<file path="config.mk">
export PLATFORM = sky130hd
export DESIGN_NAME = cpu_mem_access
export DESIGN_NICKNAME = d
export VERILOG_FILES = /design/src/rtl/cpu_mem_access.sv
export SDC_FILE = /design/constraint.sdc
export NUM_CORES = 1
export LEC_CHECK = 0
export CAP_MARGIN = 25
export CELL_PAD_IN_SITES_DETAIL_PLACEMENT = 2
export CELL_PAD_IN_SITES_GLOBAL_PLACEMENT = 2
export CORE_UTILIZATION = 30
export DETAILED_ROUTE_END_ITERATION = 12
export GPL_TIMING_DRIVEN = 0
export HOLD_SLACK_MARGIN = 0.05
export PLACE_DENSITY = 0.84
export SLEW_MARGIN = 20
export SYNTH_ARGS = -nofsm -noshare
export SYNTH_HDL_FRONTEND = slang
export SYNTH_SLANG_ARGS = --single-unit
</file>
<file path="constraint.sdc">
create_clock -name i_clk -period 7.3 [get_ports i_clk]
set_input_delay 1.46 -clock i_clk [delete_from_list [all_inputs] [get_ports i_clk]]
set_output_delay 1.46 -clock i_clk [all_outputs]
set_load 0.02 [all_outputs]
</file>
<file path="src/rtl/cpu_mem_access.sv">
// Memory-access stage: issues one data-bus load/store at a time with a ready
// handshake, optional timeout abort, and aligned sign/zero-extended load data.
module cpu_mem_access #(
  parameter int unsigned p_timeout = 255,  // 0 disables the timeout
  parameter int unsigned p_ld_buf  = 1     // 1: registered load result, 0: combinational
) (
  input  logic        i_clk,
  input  logic        i_rst,
  input  logic        i_mem_req,
  input  logic        i_mem_we,
  input  logic [1:0]  i_mem_size,
  input  logic        i_mem_unsigned,
  input  logic [31:0] i_addr,
  input  logic [31:0] i_wr_data,
  output logic        o_busy,
  output logic        o_misaligned,
  output logic        o_bus_err,
  output logic [31:0] o_dbus_addr,
  output logic [31:0] o_dbus_wr_data,
  output logic [3:0]  o_dbus_be,
  output logic        o_dbus_rd_en,
  output logic        o_dbus_wr_en,
  input  logic [31:0] i_dbus_rd_data,
  input  logic        i_dbus_ready,
  output logic [31:0] o_load_data,
  output logic        o_load_valid
);

  typedef enum logic {StIdle, StBusy} state_e;

  state_e      state_q, state_d;
  logic [31:0] addr_q;
  logic [3:0]  be_q;
  logic [31:0] wdata_q;
  logic        we_q;
  logic [1:0]  size_q;
  logic        uns_q;
  logic [31:0] cnt_q, cnt_d;
  logic        mis_q, mis_d;
  logic        err_q, err_d;
  logic        ld_valid_q, ld_valid_d;
  logic [31:0] ld_data_q;

  logic        req_bad;
  logic [3:0]  req_be;
  logic [31:0] req_wdata;
  logic        accept;
  logic        in_busy;
  logic [31:0] rd_shift;
  logic [31:0] ld_ext;

  // Decode the incoming request: alignment check, byte lanes and replicated store data.
  always_comb begin
    req_bad   = 1'b0;
    req_be    = 4'b1111;
    req_wdata = i_wr_data;
    unique case (i_mem_size)
      2'b00: begin
        req_be    = 4'b0001 << i_addr[1:0];
        req_wdata = {4{i_wr_data[7:0]}};
      end
      2'b01: begin
        req_bad   = i_addr[0];
        req_be    = 4'b0011 << i_addr[1:0];
        req_wdata = {2{i_wr_data[15:0]}};
      end
      2'b10: begin
        req_bad = (i_addr[1:0] != 2'b00);
      end
      default: begin
        req_bad = 1'b1;
      end
    endcase
    // Loads drive no write data onto the bus.
    if (!i_mem_we) begin
      req_wdata = 32'h0;
    end
  end

  // Next-state logic: accept in IDLE, complete or time out in BUSY.
  always_comb begin
    state_d    = state_q;
    cnt_d      = cnt_q;
    accept     = 1'b0;
    mis_d      = 1'b0;
    err_d      = 1'b0;
    ld_valid_d = 1'b0;
    case (state_q)
      StIdle: begin
        if (i_mem_req) begin
          if (req_bad) begin
            mis_d = 1'b1;
          end else begin
            accept  = 1'b1;
            cnt_d   = 32'd0;
            state_d = StBusy;
          end
        end
      end
      StBusy: begin
        if (i_dbus_ready) begin
          ld_valid_d = ~we_q;
          state_d    = StIdle;
        end else if ((p_timeout != 0) && (cnt_q == p_timeout - 32'd1)) begin
          err_d   = 1'b1;
          state_d = StIdle;
        end else begin
          cnt_d = cnt_q + 32'd1;
        end
      end
      default: begin
        state_d = StIdle;
      end
    endcase
  end

  // Align the addressed lane down to bit 0 and extend to 32 bits.
  always_comb begin
    rd_shift = i_dbus_rd_data >> {addr_q[1:0], 3'b000};
    case (size_q)
      2'b00:   ld_ext = uns_q ? {24'h0, rd_shift[7:0]} : {{24{rd_shift[7]}}, rd_shift[7:0]};
      2'b01:   ld_ext = uns_q ? {16'h0, rd_shift[15:0]} : {{16{rd_shift[15]}}, rd_shift[15:0]};
      default: ld_ext = rd_shift;
    endcase
  end

  // Bus strobes and stall; bus fields are zeroed outside an access.
  always_comb begin
    in_busy        = (state_q == StBusy);
    // Gated by reset so every output reads 0 while reset is held.
    o_busy         = ~i_rst & (((state_q == StIdle) & i_mem_req & ~req_bad) |
                               (in_busy & ~i_dbus_ready));
    o_dbus_rd_en   = in_busy & ~we_q;
    o_dbus_wr_en   = in_busy & we_q;
    o_dbus_addr    = in_busy ? {addr_q[31:2], 2'b00} : 32'h0;
    o_dbus_be      = in_busy ? be_q : 4'h0;
    o_dbus_wr_data = in_busy ? wdata_q : 32'h0;
    o_misaligned   = mis_q;
    o_bus_err      = err_q;
    if (p_ld_buf != 0) begin
      o_load_valid = ld_valid_q;
      o_load_data  = ld_data_q;
    end else begin
      o_load_valid = ld_valid_d;
      o_load_data  = ld_valid_d ? ld_ext : 32'h0;
    end
  end

  // State, request latches, pulse flags and buffered load result.
  always_ff @(posedge i_clk or posedge i_rst) begin
    if (i_rst) begin
      state_q    <= StIdle;
      cnt_q      <= 32'd0;
      addr_q     <= 32'h0;
      be_q       <= 4'h0;
      wdata_q    <= 32'h0;
      we_q       <= 1'b0;
      size_q     <= 2'b00;
      uns_q      <= 1'b0;
      mis_q      <= 1'b0;
      err_q      <= 1'b0;
      ld_valid_q <= 1'b0;
      ld_data_q  <= 32'h0;
    end else begin
      state_q    <= state_d;
      cnt_q      <= cnt_d;
      mis_q      <= mis_d;
      err_q      <= err_d;
      ld_valid_q <= ld_valid_d;
      if (accept) begin
        addr_q  <= i_addr;
        be_q    <= req_be;
        wdata_q <= req_wdata;
        we_q    <= i_mem_we;
        size_q  <= i_mem_size;
        uns_q   <= i_mem_unsigned;
      end
      if (ld_valid_d) begin
        ld_data_q <= ld_ext;
      end
    end
  end

endmodule
</file>
==> results.yml, run 1 <==
power_and_ir_drop:
  clockPowerShare_pct: 30.4
  finalPower_uw: 2920
  p_comb_share_pct: 33.2
  p_leak_uw: 0.00461
  cellPowerDensity_mw_per_mm2: 278
  switching_share_pct: 34.1
  vdd_drop_max_v: 0.000123
  internal-power_uw: 1920
  seq_power_share_pct: 36.4
  switching_power_uw: 995
placed_design:
  pre_cts_ws_ps: 1500
  place_congestion: 0.847
  port_buffers: 203
  dpl.hpwl_um: 21300
synthesis:
  synth.area.top_cells: "dfrtp_1, nand2_1, and2_1"
  seq_area_frac_synth_pct: 47.1
  yosys_warnings: 0
  yosys.area.top_type: "dfrtp_1"
  async_reset_ff_share_pct: 100
  netlist.area_leader.share_pct: 47.1
  synth_flop_cell: "dfrtp_1"
  synth_edf_count: 0
  synthCells: 849
  synth_area_mm2: 0.00744
  synth_area_per_cell_um2: 8.76
  synth_cell_types: 54
  yosys_register_bits: 140
  yosysMostFrequentCell: "nand2_1"
  netlist_top_cells_count: "nand2_1, dfrtp_1, and2_1"
cells_and_area:
  drive_above_1_share_pct: 8.39
  area_delta_synth_final_pct: 41.1
  antenna_cells: 0
  nNetsFinal: 1179
global_route:
  grt_overflow: 0
  grt_pass1_wl_um: 45800
  grt.total_usage_pct: 23.1
  antenna_found_initial: 0
  grt_pass1_vias: 8051
  grt_max_degree: 77
hold_path:
  min_path_cells: 2
  hold_path.class: "reg2reg"
  min_to: "wdata_q[0]$_DFFE_PP0P_"
  hold_start: "wdata_q[0]$_DFFE_PP0P_"
cts:
  postCtsSetupBuffers: 0
  post_cts_resize_count: 0
  clk_transition_reported_paths_ps: 50
  htree_levels: 4
  cts_root_buf: "clkbuf_16"
  cts_buffer_depth: 2
  cts.sinks: 140
  clkLatencyLatePin_ps: 430
  cts_tree: "yes"
  cts_hold_buf: 0
  cts_buffers: 17
setup_path:
  cp.required_ps: 5840
  r2r_slack_ps: 4750
  arrival_ps: 4350
  reg2reg_to: "o_load_data[28]$_DFFE_PP0P_"
  crit_type: "in2out"
  crit-reg2reg-launch: "in_busy$_DFF_PP0_"
  crit_fanout: 10
  r2r_cells: 8
  worstSetupStartpointType: "input pin"
  end_kind: "output port"
  crit_start: "i_addr[1]"
routing:
  wl_per_cell_um: 20.2
  vias: 7106
  drc: 0
  drtPass1Iterations: 4
  drt_iter0_markers: 301
  via_per_inst: 5.04
  final_antenna_net_count: 0
  totalWireLength_um: 28500
sta:
  setup_viol: 0
  finalClockSkew_ps: 14.2
  period_share_pct: 79.6
  fmax_mhz: 172
  holdWs_ps: 460
  drv_slew: 0
  finalWorstSetupSlack_ps: 1490
  rsz0062_at_grt: "false"
  worstMarginPinSlew_ps: 909
  post-route-min-period_ps: 5810
  relSlewSlack_pct: 38.7
  hold_viol: 0
floorplanning:
  core_area_mm2: 0.0243
  die_x_um: 159
  die_area_mm2: 0.0254
  core.rowCount: 57
  floorplan.initialDensity_pct: 30.6
  io_pins: 210
  die_height_um: 159
job:
  maxCapViolCount: 0
run_status:
  status: "complete, no violations"
cell families after synthesis:
| group | synth area share [%] |
|---|---|
| AO/OA/AOI/OAI | 11.3 |
| AND/OR/NAND/NOR | 28.8 |
| XOR/XNOR | 1.06 |
| other | 0.0504 |
| flip-flops | 47.1 |
| adder cells (fa/ha/maj) | 0.336 |
| buffers and inverters | 4.09 |
| multiplexers | 7.27 |
power by group through the flow:
stage          combinational [µW]  clock (µW)  sequential, µW
4_1_cts                       983         905            1070
2_1_floorplan                 398           0            1160
5_1_grt                      1050         934            1090
3_5_place_dp                  974           0            1080
3_3_place_gp                  938           0            1070
6_report                      968         887            1060
state kept, by name, indices dropped and copies added, names as in the netlist:
name	flops
o_bus_err	1
wdata_q	32
size_q	2
in_busy	1
o_load_valid	1
be_q	4
cnt_q	32
o_load_data	32
we_q	1
o_misaligned	1
addr_q	32
uns_q	1
critical path: stages:
cell and delay (ps):
clkdlybuf4s50_1 620, nor3_4 100, o21bai_1 610, clkbuf_1 510
buf_2 380, a21oi_1 100, clkdlybuf4s50_1 560
cells in the final DEF (no fill, tap or decap), drive strengths merged, types with 11 or more instances in the layout:
cell,instances
a21oi,36
o211ai,11
mux2,24
and2,68
nand2,245
nor2,47
mux2i,27
clkdlybuf4s50,203
nand3,38
or4,11
buf,37
o21ai,26
clkbuf,44
dfrtp,140
metrics by stage:
stage	cells	util (%)	cell area, µm²	TNS [ps]
final	1409	43.2	10500	0
after global routing	1409	43.2	10500	0
after CTS	1409	43.2	10500	0
after detailed placement	1378	40.8	9910	0
after global placement	1377	40.6	9880	-55030
after floorplan	850	-	7440	0
layout make-up:
| cell class | instances | area (µm²) |
|---|---|---|
| Multi-Input combinational cell | 642 | 3630 |
| Clock inverter | 11 | 146 |
| Timing Repair Buffer | 204 | 2060 |
| Sequential cell | 140 | 3500 |
| Clock buffer | 20 | 437 |
| Inverter | 8 | 37.5 |
| Tap cell | 324 | 405 |
| Buffer | 60 | 274 |
| Fill cell | 2692 | 13800 |
worst max path at each step:
stage                                              to  cells past startpoint
final                                          o_busy                      7
after global routing                           o_busy                      7
after CTS                                      o_busy                      7
after detailed placement                       o_busy                      7
after global placement    o_load_data[29]$_DFFE_PP0P_                      2
after floorplan                 addr_q[0]$_DFFE_PP0P_                      1
metal layers:
metal / vias to the layer above / GRT usage, % / wire length, µm
li1: 3319 / - / -
met4: 0 / 6.82 / 424
met5: - / 0 / 0
met2: 190 / 41.5 / 14500
met1: 3567 / 27.8 / 12100
met3: 30 / 4.69 / 1530
Power figures use the tool's default switching activity.
==> run 2, diff against run 1 <==
- CORE_UTILIZATION: 30 -> 25
- PLACE_DENSITY: 0.84 -> 0.75
- clock period: 7.3 -> 4.8 ns (I/O delays scaled with it)
==> run 2 against run 1 <==
Compared with the run above: flip-flop and latch count unchanged; critical endpoint unchanged; clock power increased by 68%; sequential share of layout area decreased by 0.45 points; clock-buffer cell count decreased by 2; design area increased by 1.4%; first-iteration DRC count decreased by 4.3%; via count decreased by 0.20%; worst setup slack got worse by 1200 ps.
==> results.yml, run 2 (synthesized netlist as in run 1, its figures left out) <==
setup_path:
  arrival_ps: 3540
  crit_fanout: 10
  crit_type: "in2out"
  cp.required_ps: 3840
  worstSetupStartpointType: "input pin"
  end_kind: "output port"
global_route:
  grt_pass1_vias: 7947
  grt_pass1_wl_um: 45800
  grt_overflow: 0
  grt_max_degree: 88
  grt.total_usage_pct: 19.7
  antenna_found_initial: 2
cells_and_area:
  multi_input_area_mm2: 0.00364
  drive_above_1_share_pct: 8.76
  nNetsFinal: 1179
  final_cell_mix: "nand2_1, clkdlybuf4s50_1, dfrtp_1"
  fillCellCount: 3260
  fin_area_mm2: 0.0106
  area_delta_synth_final_pct: 43.1
  seqCellArea_mm2: 0.00350
  mostFrequentLayoutCell: "nand2_1"
floorplanning:
  io_pins: 210
  core.rowCount: 62
  die_x_um: 174
  die_height_um: 174
  floorplan.initialDensity_pct: 25.6
  die_area_mm2: 0.0304
  core_area_mm2: 0.0290
cts:
  cts.sinks: 140
  post_cts_resize_count: 2
  postCtsSetupBuffers: 0
  cts_hold_buf: 0
  cts_tree: "yes"
  clkLatencyLatePin_ps: 430
  cts_buffer_depth: 2
  clk_transition_reported_paths_ps: 60
  htree_levels: 4
  cts_root_buf: "clkbuf_16"
  cts_buffers: 17
hold_path:
  hold_path.class: "reg2reg"
power_and_ir_drop:
  finalPower_uw: 4570
  p_comb_share_pct: 32.2
  p_leak_uw: 0.00464
  internal-power_uw: 3030
  clockPowerShare_pct: 32.6
  switching_share_pct: 33.5
  vdd_drop_max_v: 0.000186
  seq_power_share_pct: 35.2
  cellPowerDensity_mw_per_mm2: 429
  switching_power_uw: 1530
routing:
  via_per_inst: 4.82
  drt_iter0_markers: 288
  wl_per_cell_um: 19.6
  drtPass1Iterations: 4
  drc: 0
  totalWireLength_um: 28900
  final_antenna_net_count: 0
  vias: 7092
sta:
  fin_setup_tns_ps: 0
  finalWorstSetupSlack_ps: 304
  finalClockSkew_ps: 15.9
  worstMarginPinSlew_ps: 936
  period_share_pct: 93.7
  setup_viol: 0
  holdWs_ps: 463
  relSlewSlack_pct: 36.9
  drv_slew: 0
  fmax_mhz: 222
  post-route-min-period_ps: 4500
  hold_viol: 0
  rsz0062_at_grt: "false"
placed_design:
  place_congestion: 0.791
  dpl.hpwl_um: 21500
  dpl_cell_area_mm2: 0.00999
  port_buffers: 203
  pre_cts_ws_ps: -220
job:
  maxCapViolCount: 0
run_status:
  status: "complete, no violations"
## run 2: per-layer routing
| layer | global-route usage (%) | up-vias | part of all wire (%) |
|---|---|---|---|
| met3 | 5.66 | 30 | 6.9 |
| met2 | 32.8 | 183 | 47 |
| met4 | 5.56 | 2 | 1.6 |
| li1 | - | 3327 | - |
| met1 | 24.7 | 3550 | 44 |
| met5 | 0 | - | 0.045 |
## run 2: path summary, 6_finish.rpt
kind                                             start                      to  slack [ps]  depth (start not counted)
worst max-delay path                         i_addr[1]                  o_busy         300                          7
worst min-delay path            wdata_q[1]$_DFFE_PP0P_  wdata_q[1]$_DFFE_PP0P_         460                          2
worst max register to register       in_busy$_DFF_PP0_  addr_q[22]$_DFFE_PP0P_        2300                          8
worst min register to register  wdata_q[1]$_DFFE_PP0P_  wdata_q[1]$_DFFE_PP0P_         460                          2
max in group asynchronous                        i_rst   addr_q[5]$_DFFE_PP0P_        2970                          3
min in group asynchronous                        i_rst   cnt_q[12]$_DFFE_PP0P_         990                          2
## run 2: power by group through the flow
stage	registers [µW]	clock network, µW	logic [µW]
2_1_floorplan	1760	0	605
6_report	1610	1490	1470
5_1_grt	1650	1570	1600
4_1_cts	1610	1530	1490
3_3_place_gp	1610	0	1450
3_5_place_dp	1630	0	1490
## run 2: worst max-delay path, cell delays in order
cell and delay, ps:
clkdlybuf4s50_1 640, nor3_4 80, o21bai_2 430, clkbuf_2 400, buf_2 350, a21oi_1 110, clkdlybuf4s50_1 560
## run 2: through the flow
step | instances | utilization (%)
CTS | 1469 | 36.7
floorplan | 850 | -
global placement | 1437 | 34.3
global route | 1469 | 36.7
finish | 1470 | 36.7
detailed placement | 1438 | 34.4
## run 2: layout make-up
class                           instances  area share [%]
Sequential cell                       140            32.9
Inverter                                8           0.353
Clock buffer                           18            4.03
Tap cell                              384            4.52
Clock inverter                         13            2.01
Buffer                                 60            2.59
Antenna cell                            1          0.0235
Multi-Input combinational cell        642            34.2
Timing Repair Buffer                  204            19.4
==> run 3, diff against run 2 <==
- clock period: 4.8 -> 4.1 ns (I/O delays scaled with it)
==> run 3 against run 2 <==
Compared with the run above: non-clock buffer count grew 4; final cell count grew 0.27%; clock skew shrank 5.7 ps; worst setup slack lost 190 ps; die area is the same; routed wire length grew 0.64%; critical path depth is the same; via count grew 0.73%; register-to-register slack lost 630 ps; combinational power grew 18%; core utilization grew 0.086 points; critical path type unchanged; largest power group unchanged.
==> results.yml, run 3 (synthesized netlist as in run 1, its figures left out) <==
run_status:
  status: "complete, no violations"
floorplanning:
  die_area_mm2: 0.0304
  die_height_um: 174
  core.rowCount: 62
  io_pins: 210
  floorplan.initialDensity_pct: 25.6
  die_x_um: 174
  core_area_mm2: 0.0290
cells_and_area:
  mostFrequentLayoutCell: "nand2_1"
  area_delta_synth_final_pct: 43.4
  final_cell_mix: "nand2_1, clkdlybuf4s50_1, dfrtp_1"
  fillCellCount: 3257
  nNetsFinal: 1183
  fin_area_mm2: 0.0107
  antenna_cells: 0
  drive_above_1_share_pct: 9.17
setup_path:
  worstSetupStartpointType: "input pin"
  crit_fanout: 10
  arrival_ps: 3160
  cp.required_ps: 3280
  end_kind: "output port"
  crit_type: "in2out"
cts:
  cts_buffers: 17
  cts_buffer_depth: 2
  cts.sinks: 140
  postCtsSetupBuffers: 0
  post_cts_resize_count: 4
  clk_transition_reported_paths_ps: 60
  cts_root_buf: "clkbuf_16"
  clkLatencyLatePin_ps: 430
  cts_tree: "yes"
  htree_levels: 4
  cts_hold_buf: 0
global_route:
  antenna_found_initial: 1
  grt_max_degree: 32
  grt_overflow: 0
  grt_pass1_wl_um: 45800
  grt_pass1_vias: 7900
  grt.total_usage_pct: 19.6
placed_design:
  pre_cts_ws_ps: -594
  dpl.hpwl_um: 22100
  place_congestion: 0.811
  dpl_cell_area_mm2: 0.0101
  port_buffers: 203
routing:
  wl_per_cell_um: 19.7
  drc: 0
  final_antenna_net_count: 0
  drt_iter0_markers: 311
  totalWireLength_um: 29100
  via_per_inst: 4.85
  vias: 7144
  drtPass1Iterations: 4
sta:
  drv_slew: 0
  worstMarginPinSlew_ps: 899
  hold_viol: 0
  fmax_mhz: 251
  setup_viol: 0
  finalClockSkew_ps: 10.3
  finalWorstSetupSlack_ps: 119
  post-route-min-period_ps: 3980
  fin_setup_tns_ps: 0
  rsz0062_at_grt: "false"
  period_share_pct: 97.1
  relSlewSlack_pct: 39.4
  holdWs_ps: 460
power_and_ir_drop:
  seq_power_share_pct: 36.2
  p_comb_share_pct: 33.5
  clockPowerShare_pct: 30.4
  switching_share_pct: 34.6
  internal-power_uw: 3390
  vdd_drop_max_v: 0.000203
  cellPowerDensity_mw_per_mm2: 487
  p_leak_uw: 0.00465
  switching_power_uw: 1800
hold_path:
  hold_path.class: "reg2reg"
job:
  maxCapViolCount: 0
run 3: power by group through the flow:
stage	Combinational, µW	Sequential, µW	Clock (µW)
2_1_floorplan	708	2060	0
3_3_place_gp	1700	1890	0
3_5_place_dp	1750	1910	0
4_1_cts	1770	1890	1620
5_1_grt	1890	1930	1670
6_report	1740	1880	1580
run 3: area by class of cell:
| cell class | instances | area [µm²] | area share (%) |
|---|---|---|---|
| inverters | 8 | 33.8 | 0.317 |
| multi-input cells | 642 | 3640 | 34.2 |
| flip-flops and latches | 140 | 3500 | 32.9 |
| repair buffers | 208 | 2140 | 20.1 |
| plain buffers | 60 | 278 | 2.60 |
| clock inverters | 13 | 141 | 1.33 |
| clock buffers | 19 | 443 | 4.15 |
| well taps | 384 | 480 | 4.51 |
run 3: worst max-delay path, stage by stage:
cell and delay, ps:
clkdlybuf4s50_1 610, nor3_4 100, o21bai_4 300, clkbuf_4 330, buf_2 320, a21oi_1 100, clkdlybuf4s50_1 560
run 3: through the flow:
step | std cells | total power, µW | util (%)
floorplan | 850 | 2770 | -
global placement | 1437 | 3590 | 34.3
detailed placement | 1442 | 3660 | 34.7
CTS | 1474 | 5270 | 36.8
global route | 1474 | 5480 | 36.8
finish | 1474 | 5190 | 36.8
run 3: layer usage:
metal  wire length (µm)  global-route usage (%)
met5                 13                       0
met4                419                    4.82
met3               2040                    5.84
met2              14300                    34.4
met1              12300                    23.3
run 3: worst paths after layout:
kind / start / end / slack (ps) / cells after the start
setup / recovery: i_addr[1] / o_busy / 120 / 7
hold / removal: wdata_q[10]$_DFFE_PP0P_ / wdata_q[10]$_DFFE_PP0P_ / 460 / 2
setup reg to reg: in_busy$_DFF_PP0_ / addr_q[3]$_DFFE_PP0P_ / 1670 / 8
hold reg to reg: wdata_q[10]$_DFFE_PP0P_ / wdata_q[10]$_DFFE_PP0P_ / 460 / 2
max in group asynchronous: i_rst / addr_q[8]$_DFFE_PP0P_ / 2560 / 4
min in group asynchronous: i_rst / addr_q[28]$_DFFE_PP0P_ / 810 / 2
